## config.mk

```make
export PLATFORM = sky130hd
export DESIGN_NAME = m_opqueue
export DESIGN_NICKNAME = d
export VERILOG_FILES = /design/src/rtl/m_opqueue_pkg.sv /design/src/rtl/m_opqueue_ram.sv /design/src/rtl/m_opqueue.sv
export SDC_FILE = /design/constraint.sdc
export NUM_CORES = 1
export LEC_CHECK = 0
export ABC_AREA = 0
export CAP_MARGIN = 25
export CELL_PAD_IN_SITES_DETAIL_PLACEMENT = 1
export CELL_PAD_IN_SITES_GLOBAL_PLACEMENT = 2
export CORE_UTILIZATION = 35
export DETAILED_ROUTE_END_ITERATION = 10
export HOLD_SLACK_MARGIN = 0.08
export PLACE_DENSITY_LB_ADDON = 0.1
export SYNTH_ARGS = -nofsm -noshare
export SYNTH_HDL_FRONTEND = slang
export SYNTH_HIERARCHICAL = 1
export SYNTH_SLANG_ARGS = --single-unit
```

## constraint.sdc

```tcl
create_clock -name clk -period 6.76 [get_ports clk]
set_input_delay 2.028 -clock clk [delete_from_list [all_inputs] [get_ports clk]]
set_output_delay 2.028 -clock clk [all_outputs]
set_load 0.02 [all_outputs]
```

## src/rtl/m_opqueue_pkg.sv

```systemverilog
// -----------------------------------------------------------------------------
// m_opqueue_pkg
// Shared constants for the instruction queue: instruction width, the bit
// positions of the decoded register/function fields, and the check applied
// to the DEPTH parameter.
// -----------------------------------------------------------------------------
package m_opqueue_pkg;

  localparam int INSTR_W = 32;

  // Decoded field positions inside a RISC-V instruction word.
  localparam int TRG_HI     = 11;
  localparam int TRG_LO     = 7;
  localparam int FUNC3_HI   = 14;
  localparam int FUNC3_LO   = 12;
  localparam int SRC1_HI    = 19;
  localparam int SRC1_LO    = 15;
  localparam int SRC2_HI    = 24;
  localparam int SRC2_LO    = 20;
  localparam int FUNC7_5_BIT = 30;

  // Pointers wrap by natural binary overflow, so only these powers of two
  // are supported.
  function automatic bit depth_is_legal(input int depth);
    return (depth == 2) || (depth == 4) || (depth == 8);
  endfunction

endpackage

```

## src/rtl/m_opqueue_ram.sv

```systemverilog
// -----------------------------------------------------------------------------
// m_opqueue_ram
// DEPTH x INSTR_W storage for the instruction queue. One synchronous write
// port, one asynchronous read port. Contents are never reset.
//
// Parameters:
//   DEPTH      number of words
//   HIGHLEVEL  1: behavioural memory array
//              0: one clock-enable flop per bit (SB_DFFE cell shape)
// Ports:
//   clk      clock
//   we_i     write enable (an accepted push)
//   waddr_i  write address (write pointer)
//   wdata_i  write data
//   raddr_i  read address (read pointer)
//   rdata_o  word at raddr_i, combinational
// -----------------------------------------------------------------------------
module m_opqueue_ram
  import m_opqueue_pkg::*;
#(
  parameter int DEPTH     = 2,
  parameter int HIGHLEVEL = 0
) (
  input  logic                       clk,
  input  logic                       we_i,
  input  logic [$clog2(DEPTH)-1:0]   waddr_i,
  input  logic [INSTR_W-1:0]         wdata_i,
  input  logic [$clog2(DEPTH)-1:0]   raddr_i,
  output logic [INSTR_W-1:0]         rdata_o
);

  localparam int AW = $clog2(DEPTH);

  if (HIGHLEVEL != 0) begin : g_behav
    logic [INSTR_W-1:0] mem_q [DEPTH];

    // NOTE: storage has no reset branch on purpose; the pointers and count
    // already make stale words invisible, and resetting an array costs a
    // mux per bit.
    always_ff @(posedge clk) begin
      if (we_i) mem_q[waddr_i] <= wdata_i;
    end

    assign rdata_o = mem_q[raddr_i];
  end else begin : g_prim
    logic [INSTR_W-1:0] words [DEPTH];

    for (genvar w = 0; w < DEPTH; w++) begin : g_word
      logic               wen;
      logic [INSTR_W-1:0] word;

      assign wen = we_i && (waddr_i == AW'(w));

      // Each bit is a D flop with clock enable and no reset.
      for (genvar b = 0; b < INSTR_W; b++) begin : g_bit
        logic bit_q;
        always_ff @(posedge clk) begin
          if (wen) bit_q <= wdata_i[b];
        end
        assign word[b] = bit_q;
      end

      assign words[w] = word;
    end

    assign rdata_o = words[raddr_i];
  end

endmodule

```

## src/rtl/m_opqueue.sv

```systemverilog
// -----------------------------------------------------------------------------
// m_opqueue
// Circular instruction queue between fetch and decode. Holds up to DEPTH
// words, presents the head word with its decoded register/function fields,
// and records a sticky overflow when a push has to be dropped.
//
// Optional feature (macro M_OPQUEUE_BYPASS_EN): when the queue is empty a
// pushed word is presented on valid/INSTR in the same cycle; if it is also
// popped in that cycle it is consumed without being stored.
//
// Parameters: DEPTH (2, 4 or 8), HIGHLEVEL (storage style, see m_opqueue_ram)
// Ports:
//   clk, rstn            clock, synchronous active-low reset
//   push, Di             write Di at the tail
//   pop                  consume the head (ignored when empty)
//   flush                discard everything, clear overflow (beats push/pop)
//   valid, INSTR         head present / head word (0 when not valid)
//   TRG SRC1 SRC2 FUNC3 FUNC7_5  slices of INSTR
//   full, count          occupancy status
//   overflow             sticky: a push was dropped
// -----------------------------------------------------------------------------
module m_opqueue
  import m_opqueue_pkg::*;
#(
  parameter int DEPTH     = 2,
  parameter int HIGHLEVEL = 0
) (
  input  logic                     clk,
  input  logic                     rstn,
  input  logic                     push,
  input  logic [INSTR_W-1:0]       Di,
  output logic                     full,
  input  logic                     pop,
  input  logic                     flush,
  output logic                     valid,
  output logic [INSTR_W-1:0]       INSTR,
  output logic [4:0]               TRG,
  output logic [4:0]               SRC1,
  output logic [4:0]               SRC2,
  output logic [2:0]               FUNC3,
  output logic                     FUNC7_5,
  output logic [$clog2(DEPTH):0]   count,
  output logic                     overflow
);

  localparam int PW = $clog2(DEPTH);
  localparam int CW = PW + 1;

  if (!depth_is_legal(DEPTH)) begin : g_illegal_depth
    $error("m_opqueue: DEPTH must be 2, 4 or 8");
  end

  logic [PW-1:0]      wp_q, wp_d, rp_q, rp_d;
  logic [CW-1:0]      count_q, count_d;
  logic               overflow_q, overflow_d;
  logic               is_empty, is_full;
  logic               push_acc, pop_acc, bypass_take;
  logic [INSTR_W-1:0] rdata;

  assign is_empty = (count_q == '0);
  assign is_full  = (count_q == CW'(DEPTH));

  // NOTE: every variable written here gets its default first, so no path
  // through the block can leave one unassigned and infer a latch.
  always_comb begin
    wp_d        = wp_q;
    rp_d        = rp_q;
    count_d     = count_q;
    overflow_d  = overflow_q;
    push_acc    = 1'b0;
    pop_acc     = 1'b0;
    bypass_take = 1'b0;

    if (flush) begin
      wp_d       = '0;
      rp_d       = '0;
      count_d    = '0;
      overflow_d = 1'b0;
    end else begin
`ifdef M_OPQUEUE_BYPASS_EN
      // Empty queue, word pushed and popped together: it flows straight
      // through and never touches storage.
      bypass_take = push && pop && is_empty;
`endif
      pop_acc  = pop && !is_empty;
      // A full queue still accepts a push when the head leaves in the same
      // cycle, since that frees the slot being written.
      push_acc = push && !bypass_take && (!is_full || pop_acc);
      if (push && !bypass_take && !push_acc) overflow_d = 1'b1;
      // DEPTH is a power of two, so pointer wrap is plain binary overflow.
      if (push_acc) wp_d = wp_q + PW'(1);
      if (pop_acc)  rp_d = rp_q + PW'(1);
      count_d = count_q + CW'(push_acc) - CW'(pop_acc);
    end
  end

  // NOTE: state registers use non-blocking assignments so every flop samples
  // the pre-edge value of its neighbours.
  always_ff @(posedge clk) begin
    if (!rstn) begin
      wp_q       <= '0;
      rp_q       <= '0;
      count_q    <= '0;
      overflow_q <= 1'b0;
    end else begin
      wp_q       <= wp_d;
      rp_q       <= rp_d;
      count_q    <= count_d;
      overflow_q <= overflow_d;
    end
  end

  // Reset also blocks the write so a push during reset leaves storage alone.
  m_opqueue_ram #(
    .DEPTH    (DEPTH),
    .HIGHLEVEL(HIGHLEVEL)
  ) u_ram (
    .clk    (clk),
    .we_i   (push_acc && rstn),
    .waddr_i(wp_q),
    .wdata_i(Di),
    .raddr_i(rp_q),
    .rdata_o(rdata)
  );

`ifdef M_OPQUEUE_BYPASS_EN
  assign valid = !is_empty || push;
  assign INSTR = !is_empty ? rdata : (push ? Di : '0);
`else
  assign valid = !is_empty;
  assign INSTR = !is_empty ? rdata : '0;
`endif

  assign TRG      = INSTR[TRG_HI:TRG_LO];
  assign SRC1     = INSTR[SRC1_HI:SRC1_LO];
  assign SRC2     = INSTR[SRC2_HI:SRC2_LO];
  assign FUNC3    = INSTR[FUNC3_HI:FUNC3_LO];
  assign FUNC7_5  = INSTR[FUNC7_5_BIT];
  assign full     = is_full;
  assign count    = count_q;
  assign overflow = overflow_q;

endmodule

```

# [Word-level counts from Yosys, hierarchy flattened]
# Cells that the tools add are included.
[totals] regBits=69 latch_bits=0 ram_bits=0 romBits=0 in_bits=37 out_inout_bits=56 n_memories=0
[classes] add_sub_neg=4 n_mul=0 div_mod_pow=0 n_lt_le_gt_ge=1 n_eq_ne=1 shifts=0 mux=5 n_bitwise=3 n_reduce_logical=12
[op_table] operator="$mux W32" count=4
[op_table] operator="$logic_and A1 B1 Y1" count=6
[op_table] operator="$logic_not A1 Y1" count=3
[op_table] operator="$add A1 B1 Y1 const B" count=2
[op_table] operator="$add A2 B1 Y2" count=1
[op_table] operator="$eq A2 B2 Y1 const B" count=1
[op_table] operator="$ge A2 B2 Y1 const B" count=1
[op_table] operator="$logic_not A2 Y1" count=1
[op_table] operator="$not A1 Y1" count=2
[op_table] operator="$not A1 Y2" count=1
[op_table] operator="$reduce_or A2 Y1" count=1
[op_table] operator="$sub A2 B1 Y2" count=1
[op_table] operator="$logic_or A1 B1 Y1" count=1
[op_table] operator="$mux W1" count=1

# [Depth between registers and ports, before layout]
# Gate-level depths: netlist of the first run.
[logic_depth] word_depth=8 depth_mapped=8 depth_no_buf=7

# [By module]
# The synthesis of the first run kept the hierarchy.
[by_module_without_submodules] mod="m_opqueue_ram" n_inst=1 cells_each=102 area_per_inst_um2=2478.6
[by_module_without_submodules] mod="m_opqueue" n_inst=1 cells_each=85 area_per_inst_um2=621.8

# [Worst setup path after synthesis of the first run]
# Ideal clock, no wire load.
[synth_timing] kind="input to register" startpoint="input port flush" endpoint="register u_ram.g_prim.g_word[0].g_bit[0].bit_q (enable)" setup_time_ns=0.425 t_arrival_ns=3.901 required_time_ns=6.335 path_slack_ns=2.434 path_stages=3 path_buffers=0 path_cell_list="nand2b_1 nor3_1 nor2b_1"
[synth_between] elab_chain_len=3
[synth_rtl] element="start, declared" line="m_opqueue.sv:34" source="input logic flush,"
[synth_rtl] element="$mux W1" line="m_opqueue.sv:74" source="if (flush) begin"
[synth_rtl] element="$logic_and A1 B1 Y1" line="m_opqueue.sv:119" source=".we_i (push_acc && rstn),"
[synth_rtl] element="$logic_and A1 B1 Y1" line="m_opqueue_ram.sv:52" source="assign wen = we_i && (waddr_i == AW'(w));"
[synth_rtl] element="net u_ram.g_prim.g_word[0].wen" line="m_opqueue_ram.sv:49" source="logic wen;"
[synth_rtl] element="end signal, assigned" line="m_opqueue_ram.sv:58" source="if (wen) bit_q <= wdata_i[b];"
[synth_rtl] element="end, declared" line="m_opqueue_ram.sv:56" source="logic bit_q;"
# The timed path passes the listed nets, and every way through them passes these cells.
# A chain may end at the register's enable or synchronous reset.

# [Worst setup path in the final report of the first run]
[layout_timing] startpoint="register rp_q" endpoint="output port SRC1[2]"
[layout_between] elab_chain_len=5
[layout_rtl] element="start, declared" line="m_opqueue.sv:53" source="logic [PW-1:0] wp_q, wp_d, rp_q, rp_d;"
[layout_rtl] element="start signal, assigned" line="m_opqueue.sv:107" source="rp_q <= rp_d;"
[layout_rtl] element="$not A1 Y2 (not written as such)" line="m_opqueue_ram.sv:66" source="assign rdata_o = words[raddr_i];"
[layout_rtl] element="$mux W32 (not written as such) (3 in series)" line="m_opqueue_ram.sv:66"
[layout_rtl] element="net rdata[17]" line="m_opqueue.sv:58" source="logic [INSTR_W-1:0] rdata;"
[layout_rtl] element="$mux W32" line="m_opqueue.sv:131" source="assign INSTR = !is_empty ? rdata : '0;"
[layout_rtl] element="end, declared" line="m_opqueue.sv:38" source="output logic [4:0] SRC1,"
# The timed path passes the listed nets, and every way through them passes these cells. The select of a mux whose other input is x is not followed.

==> results of run 1 <==
-- metal layers --
layer  up-vias  GRT usage, %  wire [um]
met5         -             0          0
met4         0          5.97         80
met2        62          21.7       2780
li1        810             -          -
met1       808          13.1       2290
met3         8          3.55        365
-- Yosys cell counts, types with 2 or more instances --
cell,n,area share (%)
a21oi_1,3,0.48
buf_12,3,1.9
buf_2,3,0.48
buf_4,19,4.6
dfxtp_1,5,3.2
edfxtp_1,64,62
inv_1,3,0.36
mux2_2,2,0.73
mux2_4,30,15
nand2_1,2,0.24
nor2_1,3,0.36
nor2b_1,34,6.9
-- layout make-up --
cell class              instances  area [sq um]  share of cell area [%]
clock buffers                   9           124                    2.95
clock inverters                 7          90.1                    2.14
inverters                       3          11.3                   0.268
multi-input cells              89           847                    20.2
flip-flops and latches         69          2020                    48.1
well taps                     105           131                    3.13
repair buffers                 95           976                    23.2
-- registers in the layout, indices dropped and copies added, names as in the netlist --
register	count
rp_q	1
wp_q	1
overflow	1
u_ram/g_prim.g_word.g_bit.bit_q	64
count	2
-- path summary, 6_finish.rpt --
| path | startpoint | endpoint | slack [ns] | cells past startpoint |
|---|---|---|---|---|
| worst max-delay path | rp_q | SRC1[2] | 2.45 | 4 |
| worst min register to register | overflow | overflow | 0.47 | 2 |
| worst max register to register | count[0] | u_ram/g_prim.g_word[1].g_bit[27].bit_q | 4.84 | 3 |
| worst min-delay path | overflow | overflow | 0.47 | 2 |
-- stage by stage --
step                      setup slack, ns  area [sq um]  std cells
after floorplan                      2.43          3100        187
after detailed placement             2.55          3960        360
after global placement               2.50          3940        359
final                                2.45          4200        377
after CTS                            2.38          4180        376
after global routing                 2.32          4200        377
-- critical path, stage by stage (launching register included) --
cell and delay [ns]:
dfxtp_2 0.68, buf_12 0.26, mux2_4 0.31, nor2b_1 0.15, clkdlybuf4s50_1 0.57
-- power by group through the flow --
| stage | Combinational (mW) | Sequential [mW] | Clock, mW |
|---|---|---|---|
| after CTS | 0.120 | 0.480 | 0.367 |
| after global placement | 0.117 | 0.490 | 0 |
| after floorplan | 0.0649 | 0.488 | 0 |
| after global routing | 0.127 | 0.480 | 0.383 |
| after detailed placement | 0.119 | 0.489 | 0 |
| final | 0.119 | 0.480 | 0.356 |
-- kinds of logic after synthesis --
kind of cell | synth area share [%]
AOI/OAI and AO/OA | 1.09
and+or+nand+nor | 9.73
adders and majority gates | 0.403
xor gates and xnor gates | 0.565
buffers and inverters | 7.75
muxes | 15.3
DFF | 65.2
==> summary.json, run 1 <==
{
  "status": "finished clean",
  "maxCapViolCount": 0,
  "io_pins": 93,
  "report.final.slew_viol_count": 0,
  "criticalPathCategory": "reg -> out",
  "p_switching_uw": 208,
  "syn_nets": 225,
  "final_common_cell": "clkdlybuf4s50_1",
  "cts-buffers-inserted": 9,
  "grt_start_max_net_pins": 35,
  "grt_pass1_wl_mm": 7.99,
  "post_synth_inst_count": 187,
  "drive_above_1_share_pct": 21.0,
  "postCtsHoldBufs": 0,
  "routed_wire_length_per_instance_um": 14.6,
  "whs_ns": 0.470,
  "synth_seq_area_share_pct": 65.2,
  "total_power_uw": 954,
  "fin_nets": 305,
  "synthesis.area_sq_um": 3100,
  "antenna-diode-count": 0,
  "holdCritPathClass": "reg -> reg",
  "tightestPinTransition_ns": 0.831,
  "timing.critical_path.fanout_max": 18,
  "prevailing_post_synth_register_cell": "edfxtp_1",
  "design.core.area_sq_um": 8380,
  "globalRouteTotalUtil_pct": 12.2,
  "total_internal_power_uw": 746,
  "cts_resized": 0,
  "dr.pass1.iters": 4,
  "drt_iter0_drc": 47,
  "power.sequential.fraction_pct": 50.2,
  "max-clock-path-buffers": 2,
  "first_global_vias": 1666,
  "cts.htree.levels": 3,
  "postSynthAreaPerCell_sq_um": 16.6,
  "post-route-util_pct": 50.1,
  "power_leakage_nw": 1.44,
  "power.share.combinational_pct": 12.5,
  "via_count": 1688,
  "setup_viol": 0,
  "critical_path_required_ns": 4.73,
  "timing.final.hold_violations": 0,
  "pwr-share-clk_pct": 37.3,
  "ys_seq_elements": 69,
  "power.switching_fraction_pct": 21.8,
  "globalRouteOverflowTotal": 0,
  "die_height_um": 96.1,
  "share_of_the_clock_period_used_by_the_worst_path_pct": 63.8,
  "arrival_ns": 2.29,
  "die_width_um": 96.1,
  "die_area_sq_um": 9240,
  "final.fill_count": 828,
  "dpl_hpwl_mm": 3.53,
  "cellPowerDensity_nw_per_um2": 227,
  "postCtsSetupRepairBufs": 0,
  "top_library_cells_by_usage_in_the_layout_fill_and_taps_aside": "clkdlybuf4s50_1, edfxtp_1, nor2b_1",
  "cp-start-kind": "flip-flop",
  "count_of_buffers_inserted_at_the_top_level_ports": 92,
  "standard_cell_row_count": 33,
  "skew_ns": 0.00995,
  "grt_setup_unrepaired": "no",
  "finalWeightedCongestion": 0.623,
  "timing.setup.tns_ns": 0,
  "effective_utilization_at_floorplan_pct": 37.0,
  "ys_async_sr_fraction_pct": 0,
  "max_slew_margin_pct": 44.6,
  "area_growth_from_synthesis_to_layout_pct": 35.6,
  "final_period_minus_worst_setup_slack_ns": 4.31,
  "yosysWarnings": 6,
  "via_per_inst": 4.48,
  "clock_sinks": 69,
  "cts_tree": "yes",
  "cts.reportedPaths.clkPinSlew_ns": 0.07,
  "antenna_violating_nets_post_route": 0,
  "synth_edf_count": 64,
  "post-route-drc-count": 0,
  "synth_cell_types": 28,
  "max_freq_mhz": 232,
  "ir_drop_mv": 0.0965,
  "totalWireLength_mm": 5.51,
  "clk_latency_ns": 0.33,
  "root_buffer": "clkbuf_8",
  "number_of_antenna_violations_at_the_first_check_in_global_routing": 0,
  "worstSetupEndpointType": "primary output"
}
Note: power is estimated with default switching activity, not from simulation.
==> run 2, diff against run 1 <==
CORE_UTILIZATION = 32   (was 35)
clock period = 4.05 ns   (was 6.76 ns; I/O delays follow)
==> summary.json, run 2 (same netlist as run 1, synthesis figures left out) <==
{
  "totalWireLength": {"value": 5.56, "unit": "mm", "change": "+0.80%"},
  "timing.setup.tns": {"value": 0, "unit": "ns", "change": "unchanged"},
  "dpl-instance-area": {"value": 4020, "unit": "sq um", "change": "+1.5%"},
  "clock_sinks": {"value": 69, "change": "unchanged"},
  "number_of_antenna_violations_at_the_first_check_in_global_routing": {"value": 0, "change": "unchanged"},
  "io_pins": {"value": 93, "change": "unchanged"},
  "first_global_vias": {"value": 1764, "change": "+5.9%"},
  "r2r_depth": {"value": 7, "change": "+4"},
  "via_per_inst": {"value": 4.17, "change": "-7.0%"},
  "post-route-drc-count": {"value": 0, "change": "unchanged"},
  "total_internal_power": {"value": 1.33, "unit": "mW", "change": "+78%"},
  "postCtsSetupRepairBufs": {"value": 0, "change": "unchanged"},
  "final_period_minus_worst_setup_slack_ns": 3.37,
  "count_of_buffers_inserted_at_the_top_level_ports": {"value": 92, "change": "unchanged"},
  "skew": {"value": 0.00412, "unit": "ns", "change": "-0.00583 ns"},
  "postCtsHoldBufs": {"value": 0, "change": "unchanged"},
  "max-clock-path-buffers": {"value": 2, "change": "unchanged"},
  "arrival": {"value": 2.16, "unit": "ns", "change": "-0.13 ns"},
  "drive_above_1_share": {"value": 21.9, "unit": "%", "change": "+0.94 points"},
  "power.share.combinational": {"value": 11.9, "unit": "%", "change": "-0.6 points"},
  "dr.pass1.iters": {"value": 4, "change": "unchanged"},
  "final_common_cell": "clkdlybuf4s50_1",
  "timing.final.hold_violations": {"value": 0, "change": "unchanged"},
  "dpl_hpwl": {"value": 3.81, "unit": "mm", "change": "+7.9%"},
  "cts-buffers-inserted": {"value": 9, "change": "unchanged"},
  "routed_wire_length_per_instance": {"value": 13.8, "unit": "um", "change": "-5.7%"},
  "finalWeightedCongestion": {"value": 0.704, "change": "+13%"},
  "pwr-share-clk": {"value": 40.2, "unit": "%", "change": "+2.9 points"},
  "cts.htree.levels": {"value": 3, "change": "unchanged"},
  "grt_start_max_net_pins": {"value": 35, "change": "unchanged"},
  "root_buffer": "clkbuf_8",
  "cts.reportedPaths.clkPinSlew": {"value": 0.07, "unit": "ns", "change": "about the same"},
  "status": "finished clean",
  "worstSetupEndpointType": "primary output",
  "r2r_end": "count[1]",
  "report.final.slew_viol_count": {"value": 0, "change": "unchanged"},
  "power.sequential.fraction": {"value": 47.9, "unit": "%", "change": "-2.3 points"},
  "holdCritStartpoint": "overflow",
  "top_library_cells_by_usage_in_the_layout_fill_and_taps_aside": "clkdlybuf4s50_1, edfxtp_1, nor2b_1",
  "critical_path_required": {"value": 2.83, "unit": "ns", "change": "-1.90 ns"},
  "power.switching_fraction": {"value": 20.6, "unit": "%", "change": "-1.2 points"},
  "design.core.area": {"value": 9330, "unit": "sq um", "change": "+11%"},
  "power_leakage": {"value": 1.46, "unit": "nW", "change": "+1.4%"},
  "drt_iter0_drc": {"value": 25, "change": "-47%"},
  "largest_register_ffs": {"value": 64, "change": "unchanged"},
  "holdCritPathClass": "reg -> reg",
  "antenna_violating_nets_post_route": {"value": 0, "change": "unchanged"},
  "setup_viol": {"value": 0, "change": "unchanged"},
  "ir_drop": {"value": 0.193, "unit": "mV", "change": "+100%"},
  "die_area": {"value": 10100, "unit": "sq um", "change": "+9.2%"},
  "via_count": {"value": 1679, "change": "-0.53%"},
  "timing.reg2reg.setup_slack": {"value": 1.99, "unit": "ns", "change": "-2.85 ns"},
  "globalRouteOverflowTotal": {"value": 0, "change": "unchanged"},
  "standard_cell_row_count": {"value": 35, "change": "+6.1%"},
  "register_with_the_highest_flop_count": "u_ram/g_prim.g_word.g_bit.bit_q",
  "effective_utilization_at_floorplan": {"value": 33.2, "unit": "%", "change": "-3.8 points"},
  "p_switching": {"value": 343, "unit": "uW", "change": "+65%"},
  "cellPowerDensity": {"value": 391, "unit": "nW/um^2", "change": "+72%"},
  "grt_pass1_wl": {"value": 8.74, "unit": "mm", "change": "+9.3%"},
  "area_growth_from_synthesis_to_layout_pct": 37.6,
  "max_freq_mhz": 297,
  "maxCapViolCount": {"value": 0, "change": "unchanged"},
  "clk_latency": {"value": 0.33, "unit": "ns", "change": "about the same"},
  "tightestPinTransition": {"value": 0.793, "unit": "ns", "change": "-0.0372 ns"},
  "cts_tree": "yes",
  "max_slew_margin": {"value": 47.0, "unit": "%", "change": "+2.4 points"},
  "criticalPathCategory": "reg -> out",
  "fin_nets": {"value": 307, "change": "+0.66%"},
  "cp-start-kind": "flip-flop",
  "final_area": {"value": 4270, "unit": "sq um", "change": "+1.5%"},
  "worst_setup_path_startpoint": "count[0]",
  "grt_setup_unrepaired": "no",
  "worst_r2r_startpoint": "count[0]",
  "antenna-diode-count": {"value": 0, "change": "unchanged"},
  "globalRouteTotalUtil": {"value": 11.7, "unit": "%", "change": "-0.45 points"},
  "timing.critical_path.fanout_max": {"value": 34, "change": "+16"},
  "die_width": {"value": 100, "unit": "um", "change": "+4.5%"},
  "worstHoldPathCells": {"value": 2, "change": "unchanged"},
  "die_height": {"value": 100, "unit": "um", "change": "+4.5%"},
  "hold-path-endpoint": "overflow",
  "cts_resized": {"value": 0, "change": "unchanged"},
  "share_of_the_clock_period_used_by_the_worst_path_pct": 83.3
}
run 2: cell count changes in the layout (fill, tap and decap cells not counted), sizes merged:
cell and delta:
buf +2, bufinv +1, clkbuf +1, clkinv -3, clkinvlp +1
run 2: through the flow:
step / hold WS (ns) / total power [mW] / cells / utilization [%] / setup WS [ns]
after floorplan: 0.467 / 0.923 / 187 / - / 0.537
after global placement: 0.485 / 1.02 / 387 / 43.1 / 0.860
after detailed placement: 0.482 / 1.02 / 387 / 43.1 / 0.825
after CTS: 0.504 / 1.69 / 403 / 45.7 / 0.559
after global routing: 0.517 / 1.73 / 403 / 45.7 / 0.409
final: 0.498 / 1.67 / 403 / 45.7 / 0.678
run 2: routing by layer:
metal | vias to the layer above | routed length (um) | global-route usage, %
met4 | 0 | 68 | 5.69
met1 | 804 | 2390 | 13.9
met3 | 7 | 257 | 2.58
met5 | - | 0 | 0
met2 | 58 | 2840 | 20.2
li1 | 810 | - | -
run 2: how the worst max path moves through the flow:
stage / endpoint / slack, ns / cells past startpoint
after floorplan: u_ram/g_prim.g_word[0].g_bit[0].bit_q / 0.54 / 3
final: INSTR[22] / 0.68 / 3
after detailed placement: u_ram/g_prim.g_word[1].g_bit[19].bit_q / 0.83 / 5
after global routing: INSTR[16] / 0.41 / 3
after global placement: u_ram/g_prim.g_word[0].g_bit[14].bit_q / 0.86 / 5
after CTS: SRC1[1] / 0.56 / 3
run 2: power groups by stage:
stage / logic (mW) / clock network, mW / registers, mW
after global placement: 0.202 / 0 / 0.814
after CTS: 0.204 / 0.689 / 0.799
after detailed placement: 0.203 / 0 / 0.815
after floorplan: 0.108 / 0 / 0.815
final: 0.199 / 0.671 / 0.799
after global routing: 0.214 / 0.714 / 0.800
run 2: cell type report:
class / count / area [sq um]
inverter: 3 / 11.3
fill: 957 / 5060
sequential: 69 / 2020
multi-input combinational: 89 / 852
clock buffer: 10 / 138
clock inverter: 6 / 110
tap: 129 / 161
timing repair buffer: 97 / 971
run 2: worst max-delay path: stages, from the launching register on:
cell and delay, ns:
dfxtp_1 0.40, nor2_4 0.67, nor2b_1 0.17, clkdlybuf4s50_1 0.59
==> run 3, diff against run 2 <==
clock period = 3.2 ns   (was 4.05 ns; I/O delays follow)
==> summary.json, run 3 (same netlist as run 1, synthesis figures left out) <==
{
  "report.final.slew_viol_count": {"value": 0, "change": "unchanged"},
  "clock_sinks": {"value": 69, "change": "unchanged"},
  "maxCapViolCount": {"value": 0, "change": "unchanged"},
  "dr.pass1.iters": {"value": 3, "change": "-1"},
  "finalWorstSetupSlack": {"value": 0.235, "unit": "ns", "change": "-0.442 ns"},
  "timing.critical_path.fanout_max": {"value": 17, "change": "-50%"},
  "effective_utilization_at_floorplan": {"value": 33.2, "unit": "%", "change": "unchanged"},
  "crit_buf_inv": {"value": 1, "change": "unchanged"},
  "cellPowerDensity": {"value": 459, "unit": "nW/um^2", "change": "+17%"},
  "critical_path.cell_chain": "nor2_4, nor2b_1, clkdlybuf4s50_1",
  "share_of_the_clock_period_used_by_the_worst_path_pct": 92.6,
  "die_height": {"value": 100, "unit": "um", "change": "unchanged"},
  "cts.htree.levels": {"value": 3, "change": "unchanged"},
  "totalWireLength": {"value": 6.08, "unit": "mm", "change": "+9.5%"},
  "routed_wire_length_per_instance": {"value": 15.0, "unit": "um", "change": "+8.9%"},
  "fin_nets": {"value": 310, "change": "+0.98%"},
  "register_with_the_highest_flop_count": "u_ram/g_prim.g_word.g_bit.bit_q",
  "drive_above_1_share": {"value": 22.5, "unit": "%", "change": "+0.57 points"},
  "finalWeightedCongestion": {"value": 0.620, "change": "-12%"},
  "io_pins": {"value": 93, "change": "unchanged"},
  "worst_setup_path_startpoint": "count[0]",
  "postCtsHoldBufs": {"value": 0, "change": "unchanged"},
  "criticalPathCategory": "reg -> out",
  "worstSetupEndpointType": "primary output",
  "count_of_buffers_inserted_at_the_top_level_ports": {"value": 92, "change": "unchanged"},
  "setup_viol": {"value": 0, "change": "unchanged"},
  "skew": {"value": 0.00899, "unit": "ns", "change": "+0.00488 ns"},
  "standard_cell_row_count": {"value": 35, "change": "unchanged"},
  "final_common_cell": "clkdlybuf4s50_1",
  "grt_setup_unrepaired": "no",
  "post-route-util": {"value": 45.2, "unit": "%", "change": "-0.55 points"},
  "number_of_antenna_violations_at_the_first_check_in_global_routing": {"value": 0, "change": "unchanged"},
  "root_buffer": "clkbuf_8",
  "cts.reportedPaths.clkPinSlew": {"value": 0.08, "unit": "ns", "change": "about the same"},
  "cts-buffers-inserted": {"value": 9, "change": "unchanged"},
  "clk_latency": {"value": 0.33, "unit": "ns", "change": "about the same"},
  "max-clock-path-buffers": {"value": 2, "change": "unchanged"},
  "post-place-ws": {"value": 0.314, "unit": "ns", "change": "-0.511 ns"},
  "globalRouteOverflowTotal": {"value": 0, "change": "unchanged"},
  "die_width": {"value": 100, "unit": "um", "change": "unchanged"},
  "first_global_vias": {"value": 1794, "change": "+1.7%"},
  "top_cell_family_by_delay_on_the_critical_path": "flip-flops",
  "grt_start_max_net_pins": {"value": 35, "change": "unchanged"},
  "top_library_cells_by_usage_in_the_layout_fill_and_taps_aside": "clkdlybuf4s50_1, edfxtp_1, nor2b_1",
  "drt_iter0_drc": {"value": 14, "change": "-44%"},
  "critical_path_required": {"value": 2.24, "unit": "ns", "change": "-0.59 ns"},
  "cp-start-kind": "flip-flop",
  "via_per_inst": {"value": 4.29, "change": "+2.9%"},
  "area_growth_from_synthesis_to_layout_pct": 36.0,
  "post-route-drc-count": {"value": 0, "change": "unchanged"},
  "tightestPinTransition": {"value": 0.528, "unit": "ns", "change": "-0.265 ns"},
  "timing.setup.tns": {"value": 0, "unit": "ns", "change": "unchanged"},
  "dpl_hpwl": {"value": 3.89, "unit": "mm", "change": "+2.0%"},
  "power_leakage": {"value": 1.50, "unit": "nW", "change": "+3.0%"},
  "globalRouteTotalUtil": {"value": 12.2, "unit": "%", "change": "+0.46 points"},
  "holdCritPathClass": "reg -> reg",
  "total_power": {"value": 1.94, "unit": "mW", "change": "+16%"},
  "arrival": {"value": 2.00, "unit": "ns", "change": "-0.16 ns"},
  "largest_register_ffs": {"value": 64, "change": "unchanged"},
  "critPathMaxStageDelay": {"value": 0.63, "unit": "ns", "change": "-0.04 ns"},
  "post_placement_cell_count": {"value": 389, "change": "+0.52%"},
  "holdCritStartpoint": "overflow",
  "antenna_violating_nets_post_route": {"value": 0, "change": "unchanged"},
  "max_slew_margin": {"value": 64.7, "unit": "%", "change": "+18 points"},
  "worst_r2r_startpoint": "count[0]",
  "final_cell_count_no_fill": {"value": 405, "change": "+0.50%"},
  "critical_path.slowest_cell": "dfxtp_1",
  "die_area": {"value": 10100, "unit": "sq um", "change": "unchanged"},
  "grt_pass1_wl": {"value": 9.05, "unit": "mm", "change": "+3.5%"},
  "ir_drop": {"value": 0.186, "unit": "mV", "change": "-3.7%"},
  "timing.final.hold_violations": {"value": 0, "change": "unchanged"},
  "antenna-diode-count": {"value": 0, "change": "unchanged"},
  "via_count": {"value": 1736, "change": "+3.4%"},
  "final_period_minus_worst_setup_slack_ns": 2.96,
  "status": "finished clean",
  "max_freq_mhz": 337,
  "design.core.area": {"value": 9330, "unit": "sq um", "change": "unchanged"},
  "cts_tree": "yes"
}
run 3: cell types whose count changed in the layout (fill, tap and decap cells not counted):
cell | previous run | this run
clkdlybuf4s50_1 | 92 | 77
clkinvlp_4 | 2 | 4
dlygate4sd2_1 | 0 | 15
buf_4 | 4 | 6
clkbuf_8 | 10 | 9
nor2_4 | 1 | 2
bufinv_16 | 3 | 1
run 3: what timing repair did:
| item | 4_1_cts | 5_1_grt |
|---|---|---|
| buffers inserted | 0 | 0 |
| pin swaps | 1 | 0 |
| endpoints found under the hold margin | 0 | 0 |
| cloned | 0 | 1 |
| endpoints found under the setup margin | 41 | 35 |
| resized for setup | 15 | 1 |
run 3: final cells by class:
| class | count | area [sq um] |
|---|---|---|
| fill | 946 | 5110 |
| sequential | 69 | 2020 |
| timing repair buffer | 99 | 967 |
| multi-input combinational | 90 | 863 |
| tap | 129 | 161 |
| clock buffer | 9 | 124 |
| clock inverter | 6 | 65.1 |
| inverter | 3 | 11.3 |
run 3: metal layers:
metal  routed length (um)  global-route usage (%)
met2                 3090                    21.3
met1                 2630                    14.0
met4                   83                    5.69
met5                    0                       0
met3                  287                    2.99
run 3: final timing paths:
check,to,slack (ns),cells past startpoint
worst max-delay path,SRC1[2],0.24,3
worst min-delay path,overflow,0.49,2
worst max register to register,count[1],1.32,7
worst min register to register,overflow,0.49,2
run 3: stage by stage:
stage                     area (sq um)  hold slack (ns)
after CTS                         4200            0.496
after global placement            4030            0.463
after detailed placement          4030            0.474
after floorplan                   3100            0.477
after global routing              4220            0.528
final                             4220            0.489
run 3: worst register-to-register path: cells and delay by family (launching register included):
| kind | cells | cell delay (ns) |
|---|---|---|
| and+or+nand+nor | 3 | 0.79 |
| DFF | 1 | 0.46 |
| AOI/OAI and AO/OA | 2 | 0.20 |
| xor gates and xnor gates | 1 | 0.19 |
| adders and majority gates | 1 | 0.15 |
run 3: report_power, final:
part | total (mW) | internal (mW) | switching [mW] | leakage (nW)
Combinational | 0.250 | 0.131 | 0.118 | 0.799
Clock | 0.674 | 0.354 | 0.320 | 0.0833
Sequential | 1.01 | 1.00 | 0.00897 | 0.622
